--- config.mk ---
export PLATFORM = sky130hd
export DESIGN_NAME = mab_sequencer
export DESIGN_NICKNAME = d
export VERILOG_FILES = /design/src/rtl/msp430_pkg.sv /design/src/rtl/ir_classify.sv /design/src/rtl/mab_sequencer.sv
export SDC_FILE = /design/constraint.sdc
export NUM_CORES = 1
export LEC_CHECK = 0
export BUFFER_PORTS_ARGS = -buffer_cell sky130_fd_sc_hd__buf_2
export CAP_MARGIN = 20
export CORE_MARGIN = 4
export CORE_UTILIZATION = 43
export DETAILED_ROUTE_END_ITERATION = 10
export GPL_ROUTABILITY_DRIVEN = 0
export GPL_TIMING_DRIVEN = 0
export PLACE_DENSITY = 0.71
export SETUP_SLACK_MARGIN = 0.5
export SLEW_MARGIN = 15
export SYNTH_ARGS = -nofsm -noshare
export SYNTH_HDL_FRONTEND = slang
export SYNTH_SLANG_ARGS = --single-unit
--- constraint.sdc ---
create_clock -name clk -period 3.4 [get_ports clk]
set_input_delay 0.68 -clock clk [delete_from_list [all_inputs] [get_ports clk]]
set_output_delay 0.68 -clock clk [all_outputs]
set_load 0.01 [all_outputs]
--- src/rtl/msp430_pkg.sv ---
// Shared encodings for the MSP430 instruction-cycle sequencer: address selects,
// sequencer states, opcode constants and decoded instruction classes.
package msp430_pkg;

    localparam int unsigned IR_W    = 16;
    localparam int unsigned MAB_W   = 3;
    localparam int unsigned STATE_W = 4;

    // Memory address bus source selects
    localparam logic [MAB_W-1:0] MAB_PC  = 3'd0;
    localparam logic [MAB_W-1:0] MAB_SRC = 3'd1;
    localparam logic [MAB_W-1:0] MAB_DST = 3'd2;
    localparam logic [MAB_W-1:0] MAB_SP  = 3'd3;
    localparam logic [MAB_W-1:0] MAB_VEC = 3'd4;

    typedef enum logic [STATE_W-1:0] {
        ST_VEC_RD  = 4'd0,
        ST_FETCH   = 4'd1,
        ST_DECODE  = 4'd2,
        ST_SRC_EXT = 4'd3,
        ST_SRC_RD  = 4'd4,
        ST_DST_EXT = 4'd5,
        ST_DST_RD  = 4'd6,
        ST_EXEC    = 4'd7,
        ST_DST_WR  = 4'd8,
        ST_PUSH_WR = 4'd9,
        ST_JMP_LD  = 4'd10
    } state_e;

    localparam logic [3:0] OP_MOV = 4'h4;
    localparam logic [3:0] OP_CMP = 4'h9;
    localparam logic [3:0] OP_BIT = 4'hB;

    localparam logic [2:0] F2_SXT  = 3'd3;
    localparam logic [2:0] F2_PUSH = 3'd4;
    localparam logic [2:0] F2_CALL = 3'd5;
    localparam logic [2:0] F2_RETI = 3'd6;

    typedef enum logic [1:0] {
        CLS_ILLEGAL = 2'd0,
        CLS_JUMP    = 2'd1,
        CLS_FMT1    = 2'd2,
        CLS_FMT2    = 2'd3
    } ir_class_e;

    // Source operand access pattern after constant-generator folding
    typedef enum logic [2:0] {
        SM_REG = 3'd0,
        SM_IDX = 3'd1,
        SM_IMM = 3'd2,
        SM_IND = 3'd3,
        SM_INC = 3'd4
    } src_mode_e;

endpackage

--- src/rtl/ir_classify.sv ---
// Combinational decode of the latched instruction register into the class and
// operand-mode fields that steer the sequencer.
module ir_classify
    import msp430_pkg::*;
(
    input  logic [IR_W-1:0] ir,
    output ir_class_e       cls,
    output src_mode_e       src_mode,
    output logic            dst_mode,
    output logic            cg_flag,
    output logic            no_write,
    output logic [2:0]      fmt2_op
);

    logic [3:0] opcode;
    logic [3:0] sreg;
    logic [1:0] as_f;
    logic       is_fmt2;
    logic       unused_bw;

    // Byte/word only matters to the datapath's increment size
    assign unused_bw = ir[6];

    always_comb begin
        opcode   = ir[15:12];
        as_f     = ir[5:4];
        fmt2_op  = ir[9:7];
        is_fmt2  = (ir[15:10] == 6'b000100);
        sreg     = is_fmt2 ? ir[3:0] : ir[11:8];
        cg_flag  = (sreg == 4'd3) || ((sreg == 4'd2) && as_f[1]);
        cls      = CLS_ILLEGAL;
        dst_mode = 1'b0;
        no_write = 1'b0;

        if (cg_flag) begin
            src_mode = SM_REG;
        end else begin
            case (as_f)
                2'b01:   src_mode = SM_IDX;
                2'b10:   src_mode = SM_IND;
                2'b11:   src_mode = (sreg == 4'd0) ? SM_IMM : SM_INC;
                default: src_mode = SM_REG;
            endcase
        end

        if (ir[15:13] == 3'b001) begin
            cls = CLS_JUMP;
        end else if (is_fmt2) begin
            cls = (fmt2_op >= F2_RETI) ? CLS_ILLEGAL : CLS_FMT2;
        end else if (opcode >= OP_MOV) begin
            cls      = CLS_FMT1;
            dst_mode = ir[7];
            no_write = (opcode == OP_CMP) || (opcode == OP_BIT);
        end
    end

endmodule

--- src/rtl/mab_sequencer.sv ---
// MSP430 instruction-cycle controller: steps one instruction at a time through
// fetch, operand access, execute and write-back, driving MAB_SEL and strobes.
module mab_sequencer
    import msp430_pkg::*;
#(
    parameter bit WAIT_OK = 1'b1
) (
    input  logic               clk,
    input  logic               rst,
    input  logic [IR_W-1:0]    ir,
    input  logic               mem_ready,
    output logic [MAB_W-1:0]   MAB_SEL,
    output logic               ir_load,
    output logic               ext_load,
    output logic               src_load,
    output logic               dst_load,
    output logic               pc_inc,
    output logic               pc_load,
    output logic               sp_dec,
    output logic               src_autoinc,
    output logic               mem_write,
    output logic               mdb_pc_sel,
    output logic               reg_we,
    output logic               alu_go,
    output logic               illegal,
    output logic [STATE_W-1:0] state_o
);

    state_e     state;
    state_e     state_nxt;
    state_e     src_entry;
    state_e     after_src;
    ir_class_e  cls;
    src_mode_e  src_mode;
    logic       dst_mode;
    logic       cg_flag;
    logic       no_write;
    logic [2:0] fmt2_op;
    logic       ready;
    logic       is_mov;
    logic       is_call;
    logic       is_stack;
    logic       f2_rmw;

    ir_classify u_classify (
        .ir       (ir),
        .cls      (cls),
        .src_mode (src_mode),
        .dst_mode (dst_mode),
        .cg_flag  (cg_flag),
        .no_write (no_write),
        .fmt2_op  (fmt2_op)
    );

    // Routing helpers shared by several states
    always_comb begin
        ready    = mem_ready | ~WAIT_OK;
        is_mov   = (cls == CLS_FMT1) && (ir[15:12] == OP_MOV);
        is_call  = (cls == CLS_FMT2) && (fmt2_op == F2_CALL);
        is_stack = (cls == CLS_FMT2) && ((fmt2_op == F2_PUSH) || (fmt2_op == F2_CALL));
        f2_rmw   = (cls == CLS_FMT2) && (fmt2_op <= F2_SXT) &&
                   (src_mode inside {SM_IDX, SM_IND, SM_INC});
        after_src = ((cls == CLS_FMT1) && dst_mode) ? ST_DST_EXT : ST_EXEC;
        case (src_mode)
            SM_IDX, SM_IMM: src_entry = ST_SRC_EXT;
            SM_IND, SM_INC: src_entry = f2_rmw ? ST_DST_RD : ST_SRC_RD;
            default:        src_entry = after_src;
        endcase
    end

    always_ff @(posedge clk) begin
        if (!rst) begin
            state <= ST_VEC_RD;
        end else begin
            state <= state_nxt;
        end
    end

    always_comb begin
        state_nxt   = state;
        MAB_SEL     = MAB_PC;
        ir_load     = 1'b0;
        ext_load    = 1'b0;
        src_load    = 1'b0;
        dst_load    = 1'b0;
        pc_inc      = 1'b0;
        pc_load     = 1'b0;
        sp_dec      = 1'b0;
        src_autoinc = 1'b0;
        mem_write   = 1'b0;
        mdb_pc_sel  = 1'b0;
        reg_we      = 1'b0;
        alu_go      = 1'b0;
        illegal     = 1'b0;

        case (state)
            ST_VEC_RD: begin
                MAB_SEL = MAB_VEC;
                if (ready) begin
                    pc_load   = 1'b1;
                    state_nxt = ST_FETCH;
                end
            end
            ST_FETCH: begin
                if (ready) begin
                    ir_load   = 1'b1;
                    pc_inc    = 1'b1;
                    state_nxt = ST_DECODE;
                end
            end
            ST_DECODE: begin
                case (cls)
                    CLS_JUMP:           state_nxt = ST_EXEC;
                    CLS_FMT1, CLS_FMT2: state_nxt = src_entry;
                    default: begin
                        illegal   = 1'b1;
                        state_nxt = ST_FETCH;
                    end
                endcase
            end
            ST_SRC_EXT: begin
                if (ready) begin
                    pc_inc = 1'b1;
                    if (src_mode == SM_IMM) begin
                        src_load  = 1'b1;
                        state_nxt = after_src;
                    end else begin
                        ext_load  = 1'b1;
                        state_nxt = f2_rmw ? ST_DST_RD : ST_SRC_RD;
                    end
                end
            end
            ST_SRC_RD: begin
                MAB_SEL = MAB_SRC;
                if (ready) begin
                    src_load    = 1'b1;
                    src_autoinc = (src_mode == SM_INC);
                    state_nxt   = after_src;
                end
            end
            ST_DST_EXT: begin
                if (ready) begin
                    pc_inc    = 1'b1;
                    ext_load  = 1'b1;
                    state_nxt = is_mov ? ST_EXEC : ST_DST_RD;
                end
            end
            ST_DST_RD: begin
                // Single-operand read-modify-write reuses the source address
                MAB_SEL = f2_rmw ? MAB_SRC : MAB_DST;
                if (ready) begin
                    dst_load    = 1'b1;
                    src_autoinc = f2_rmw && (src_mode == SM_INC);
                    state_nxt   = ST_EXEC;
                end
            end
            ST_EXEC: begin
                state_nxt = ST_FETCH;
                if (cls == CLS_JUMP) begin
                    alu_go  = 1'b1;
                    pc_load = 1'b1;
                end else if (is_stack) begin
                    sp_dec    = 1'b1;
                    state_nxt = ST_PUSH_WR;
                end else if (cls == CLS_FMT2) begin
                    alu_go = 1'b1;
                    reg_we = (src_mode == SM_REG) && !cg_flag;
                    if (f2_rmw) begin
                        state_nxt = ST_DST_WR;
                    end
                end else if (cls == CLS_FMT1) begin
                    alu_go = 1'b1;
                    if (!dst_mode) begin
                        reg_we = !no_write;
                    end else if (!no_write) begin
                        state_nxt = ST_DST_WR;
                    end
                end
            end
            ST_DST_WR: begin
                MAB_SEL = f2_rmw ? MAB_SRC : MAB_DST;
                if (ready) begin
                    mem_write = 1'b1;
                    state_nxt = ST_FETCH;
                end
            end
            ST_PUSH_WR: begin
                MAB_SEL = MAB_SP;
                if (ready) begin
                    mem_write  = 1'b1;
                    mdb_pc_sel = is_call;
                    state_nxt  = is_call ? ST_JMP_LD : ST_FETCH;
                end
            end
            ST_JMP_LD: begin
                pc_load   = 1'b1;
                state_nxt = ST_FETCH;
            end
            default: state_nxt = ST_VEC_RD;
        endcase

        // Reset abandons the instruction with no side effects this cycle
        if (!rst) begin
            MAB_SEL     = MAB_VEC;
            ir_load     = 1'b0;
            ext_load    = 1'b0;
            src_load    = 1'b0;
            dst_load    = 1'b0;
            pc_inc      = 1'b0;
            pc_load     = 1'b0;
            sp_dec      = 1'b0;
            src_autoinc = 1'b0;
            mem_write   = 1'b0;
            mdb_pc_sel  = 1'b0;
            reg_we      = 1'b0;
            alu_go      = 1'b0;
            illegal     = 1'b0;
        end
    end

    assign state_o = state;

endmodule

### Word level (Yosys, flattened, before mapping)

Cells that the tools add are included.
Widths: inputs -> output; s select.

* latch bits: 0
* output and inout port bits: 20
* bits in writable memories: 0
* memories kept: 0
* bits in read-only memories: 0
* flip-flop bits (word level): 4
* bits of input ports: 19
* logic and storage cells: 153

* shift-type cells: 0
* reduce and logical (&&, ||, !) cells: 27
* bitwise gates (word level): 0
* divide/modulo/power cells: 0
* multiply operators: 0
* add/subtract/negate cells: 0
* order comparisons: 3
* equality and inequality tests: 36
* mux-type cells: 86

Operator list (number)
* $mux 4: 16
* $mux 1: 50
* $pmux 4 s10: 1
* $eq 4x3->1 const B: 5
* $eq 4x4->1 const B: 5
* $eq 4x2->1 const B: 4
* $mux 2: 8
* $ne 2x2->1 const B: 6
* $pmux 3 s4: 1
* $reduce_or 2->1: 6
* $eq 3x3->1 const B: 3
* $logic_and 1x1->1: 9
* $mux 3: 3
* $pmux 3 s3: 1
* $eq 2x2->1 const B: 4
* $logic_not 4->1: 2
* $pmux 4 s2: 1
* $reduce_and 7->1: 1
* $eq 3x1->1 const B: 2
* $eq 3x2->1 const B: 2
* $eq 6x3->1 const B: 1
* $pmux 1 s2: 3
* $pmux 3 s2: 1
* $reduce_or 3->1: 2
* other kinds (11): 15

### Longest topological paths before layout

* depth after elaboration: 14
* mapped depth: 8
* mapped depth without buffers: 8

### By module

From an unflattened synthesis, not the netlist that was laid out.

* cells, all modules: 156
* area, all modules: 1046.0 um^2

By module, submodules not included
* mab_sequencer: area each 779.5 um^2, cells an instance 120, sequential area each 80.1 um^2, times used 1
* ir_classify: area each 266.5 um^2, cells an instance 36, sequential area each 0.0 um^2, times used 1

### Worst setup path before layout

Ideal clock, no wire load.

* kind: input -> output
* start: input port ir[13]
* end: output port src_load
* cell stages on the path: 7
* arrival: 2.597 ns
* path slack: 0.123 ns
* path buffers: 0
* data required time: 2.720 ns
* cell sequence: or4b_4 -> mux2i_4 -> o21ai_0 -> nand4_1 -> nand2b_1 -> a21boi_0 -> nor3_1

* word-level cells in the longest chain between the ends: 11
* elaborated cells on any way between the ends: 15
* classes of those cells: 4 x eq/ne; 8 x mux; 3 x reduce/logical

Ends and longest elaborated chain
* start: declaration: RTL line mab_sequencer.sv:10 `input logic [IR_W-1:0] ir,`
* $eq 6x3->1 *: RTL line ir_classify.sv:28 `is_fmt2 = (ir[15:10] == 6'b000100);`
* $mux 4 *: RTL line ir_classify.sv:29 `sreg = is_fmt2 ? ir[3:0] : ir[11:8];`
* $logic_not 4->1 or $eq 4x2->1 (tied branches): RTL line ir_classify.sv:41, ir_classify.sv:30
* $mux 3 or $logic_and 1x1->1 (tied branches): RTL line ir_classify.sv:41, ir_classify.sv:30
* $pmux 3 s3 or $logic_or 1x1->1 (tied branches): RTL line ir_classify.sv:38, ir_classify.sv:30
* $mux 3 *: RTL line ir_classify.sv:35 `if (cg_flag) begin`
* $eq 3x2->1 *: RTL line mab_sequencer.sv:124 `if (src_mode == SM_IMM) begin`
* $mux 1 *: RTL line mab_sequencer.sv:124
* $mux 1 *: RTL line mab_sequencer.sv:122 `if (ready) begin`
* $pmux 1 s2 *: RTL line mab_sequencer.sv:96 `case (state)`
* $mux 1 *: RTL line mab_sequencer.sv:203 `if (!rst) begin`
* end: declaration: RTL line mab_sequencer.sv:15 `output logic src_load,`

Mark *: on every way between the ends. The rest lies on a longest branch, timed or not.

### Worst setup path after layout

* start: input port ir[14]
* end: output port MAB_SEL[1]

* word-level cells in the longest chain between the ends: 12
* elaborated cells on any way between the ends: 25
* classes of those cells: 1 x order compare; 8 x eq/ne; 10 x mux; 6 x reduce/logical

Ends and longest elaborated chain
* $eq 6x3->1: RTL line ir_classify.sv:28
* $mux 4: RTL line ir_classify.sv:29
* $logic_not 4->1 or $eq 4x2->1 (tied branches): RTL line ir_classify.sv:41, ir_classify.sv:30
* $mux 3 or $logic_and 1x1->1 (tied branches): RTL line ir_classify.sv:41, ir_classify.sv:30
* $pmux 3 s3 or $logic_or 1x1->1 (tied branches): RTL line ir_classify.sv:38, ir_classify.sv:30
* $mux 3: RTL line ir_classify.sv:35
* $eq 3x1->1, or another cell as far along: RTL line mab_sequencer.sv:62 `(src_mode inside {SM_IDX, SM_IND, SM_INC});`
* $reduce_bool 3->1: RTL line mab_sequencer.sv:62
* $logic_and 1x1->1 *: RTL line mab_sequencer.sv:61 `f2_rmw = (cls == CLS_FMT2) && (fmt2_op <= F2_SXT) &&`
* $mux 2 *: RTL line mab_sequencer.sv:150, mab_sequencer.sv:181
* $pmux 3 s4 *: RTL line mab_sequencer.sv:96
* $mux 3 *: RTL line mab_sequencer.sv:203
* end: declaration: RTL line mab_sequencer.sv:12 `output logic [MAB_W-1:0] MAB_SEL,`

Marks and branches as above.

==> results.md <==
* Final Non-Filler Cells at 235
* Switching Share at about 52%
* Design Area, Final at ~1500 um^2
* Core Box Area at ~2300 um^2
* Hold endpoint: state_o[2]$_SDFFE_PN0P_
* Reg-to-reg slack, setup at 1.09 ns
* Syn-to-layout area delta at 38.8%
* Num CTS Buffers at 3
* Hold Startpoint: state_o[3]$_SDFFE_PN0P_
* Ports at 39
* Setup crit start kind: primary input
* Max_cap viols at 0
* Final period util at a little over nine tenths
* Worst r2r dst: state_o[0]$_SDFFE_PN0P_
* Worst Path Required at 2.72 ns
* Diodes inserted at 0
* CP Buf/Inv Count at 2
* Max Slew Vio Count at 0
* Largest net degree at the start of global routing at 11
* Post-synthesis register bit count at 4
* Crit-path slowest cell: or4b_4
* IO buf count at 37
* Arrival time at the worst endpoint at around 2.6 ns
* Area after DPL at ~1300 um^2
* Total Power at ~0.53 mW
* Sequential cell area fraction in the yosys report at between 7 and 8%
* Setup Viol. Count Final at 0
* DR DRC count at 0
* Seq pwr share at about an eighth
* Actual slew at the worst max-slew pin at ~0.58 ns
* Rows at 17
* Crit Path Class: in -> out
* Cell Area, Synth at about 1000 um^2
* CTS Root Cell: clkbuf_4
* Comb pwr share at about three quarters
* Total gr overflow at 0
* Slew HR at between 60% and 70%
* Initial core utilization at 46.3%
* Layout cell share with drive strength beyond 1 at approximately a third
* Initial antenna violation count at 0
* Clock share of power at a little over a tenth
* Max reg flops at 4
* Tmin final at around 3.3 ns
* Worst r2r src: state_o[0]$_SDFFE_PN0P_
* Power per Cell Area at 369 nW/um^2
* Worst Hold Class: reg -> reg
* Crit path cell chain: buf_8 > or4b_4 > mux2i_4 > o21ai_2 > mux2i_2 > nor4_4 > a21oi_1 > o21a_1 > buf_2
* Clock sink count at 4
* CTS tree: done
* Post-Route WL at ~3800 um
* Syn nets at ~180
* Die Wd at roughly 57 um
* Routed via count at approximately 1,500
* DR WL/cell at between 15 and 20 um
* Max Freq at about 300 MHz
* Status: finished clean
* Max Root-Sink Buffers at 2
* Share of flip-flops with an asynchronous set or reset at 0%
* Synth unique cells at 53
* Setup TNS at 0 ns
* Placed insts at between 200 and 250
* Top FF cell, synth: dfxtp_1
* Peak supply drop at about 300 uV
* Worst Reg-to-Reg Cells at 8
* Fill cell count at approximately 200
* Crit path max fanout at 5
* Synthesis Warnings at 0
* Worst hold stages at 3
* CP Capture Type: primary output
* H-tree levels at 1
* P_leak at 0.636 nW
* Nets at 230
* Global-route wire length before repair at ~5900 um
* Syn Inst Count at around 160
* Drt initial violations at ~110
* Vias in the first global route at 1,335
* Post-route ant nets at 0
* DP Wirelength at 2700 um
* DIE HEIGHT at 57.3 um
* Via/cell ratio at between 6 and 7
* Int Pwr at 0.254 mW
* Sw Pwr at about 0.28 mW
* GRT Overall Usage at 21.7%
* Pre-antenna DRT Iters at 7
* Mean post-synth cell area at around 6.7 um^2
* Worst skew pair latency at ~0.24 ns
* RSZ-0062 raised after global routing: true
* Delay-heaviest family, CP: simple AND/OR/NAND/NOR gates
* Max incr delay on CP at 0.56 ns
* Final hold violations at 0
* Clock Skews at 0.00565 ns
* EDFF count, synth at 0
* Die area at between 3000 and 4000 um^2
* Reg clk slew, reported paths at about 0.04 ns
==> power by group through the flow <==
| stage | sequential, mW | clock, mW | combinational, mW |
|---|---|---|---|
| 2_1_floorplan | 0.0753 | 0 | 0.265 |
| 3_3_place_gp | 0.0680 | 0 | 0.370 |
| 3_5_place_dp | 0.0683 | 0 | 0.378 |
| 4_1_cts | 0.0675 | 0.0601 | 0.395 |
| 5_1_grt | 0.0703 | 0.0654 | 0.443 |
| 6_report | 0.0672 | 0.0581 | 0.410 |
==> worst max path at each step <==
| stage | from | to | depth (start not counted) |
|---|---|---|---|
| 2_1_floorplan | ir[13] | src_load | 7 |
| 3_3_place_gp | ir[13] | MAB_SEL[1] | 9 |
| 3_5_place_dp | ir[13] | MAB_SEL[1] | 9 |
| 4_1_cts | ir[14] | MAB_SEL[0] | 9 |
| 5_1_grt | ir[15] | src_load | 9 |
| 6_report | ir[14] | MAB_SEL[1] | 9 |
==> cell families (layout without fill, tap and decap cells) <==
group | Yosys count | in the layout | share of synthesized area (%)
AND/OR/NAND/NOR | 72 | 72 | 39.8
AO/OA/AOI/OAI | 56 | 56 | 37.4
buffers and inverters | 16 | 67 | 5.75
multiplexers | 5 | 5 | 6.23
flip-flops | 4 | 4 | 7.66
adder cells (fa/ha/maj) | 2 | 2 | 2.39
XOR/XNOR | 1 | 1 | 0.838
==> cell type report <==
type | count | area, um^2 | area share (%)
buffer | 8 | 30.0 | 2.07
tap | 28 | 35.0 | 2.42
multi-input combinational | 136 | 957 | 66.0
clock buffer | 3 | 22.5 | 1.55
timing repair buffer | 48 | 295 | 20.4
sequential | 4 | 80.1 | 5.52
inverter | 8 | 30.0 | 2.07
==> worst min-delay path, delay by kind of cell, from the launching register on <==
kind	cells	cell delay, ns
and+or+nand+nor	1	0.07
DFF	1	0.35
AOI/OAI and AO/OA	1	0.04
buffers and inverters	1	0.10
==> per-stage QoR <==
step / worst slack, ns / hold slack, ns / utilization [%]
finish: 0.111 / 0.603 / 64.3
global route: 0.0207 / 0.637 / 64.3
CTS: 0.113 / 0.601 / 62.0
detailed placement: -0.167 / 0.591 / 56.5
global placement: -0.149 / 0.575 / 56.5
floorplan: 0.244 / 0.607 / -
==> synth_stat cells, drive strengths merged (3+ instances only) <==
cell type   n  area [um^2]
dfxtp       4         80.1
nand2b      5         31.3
o21ai      13         68.8
nand2      11         41.3
nand3       5         25.0
inv         8         30.0
clkbuf      6         22.5
nor2       16         60.1
nor4b       3         32.5
o211a       3         30.0
nor4        4         40.0
nor3       10         55.1
mux2i       3         42.5
nor2b       3         18.8
a21oi      14         70.1
==> layer usage <==
layer | vias to the layer above | routed length (um) | global-route usage, % | share of wire, %
met5 | - | 0 | 0 | 0
met4 | 0 | 84 | 8.94 | 2.2
met3 | 16 | 480 | 2.94 | 13
met2 | 122 | 1740 | 34.7 | 46
met1 | 671 | 1500 | 29.3 | 39
li1 | 705 | - | - | -
==> timing repair <==
action	in CTS	in global routing
endpoints found under the setup margin	7	7
hold buffers	0	0
setup buffers	6	5
resized for setup	13	3
pin swaps	11	9
==> placed cells by master, fill, tap and decap left out, drive strengths merged, types with 4 or more instances in the layout <==
cell	Yosys	routed
nand2b	5	5
dfxtp	4	4
nor3	10	10
nand2	11	11
a21oi	14	14
inv	8	8
nor2	16	16
o21ai	13	13
buf	2	50
clkbuf	6	9
nand3	5	5
nor4	4	4
Power figures use the tool's default switching activity.
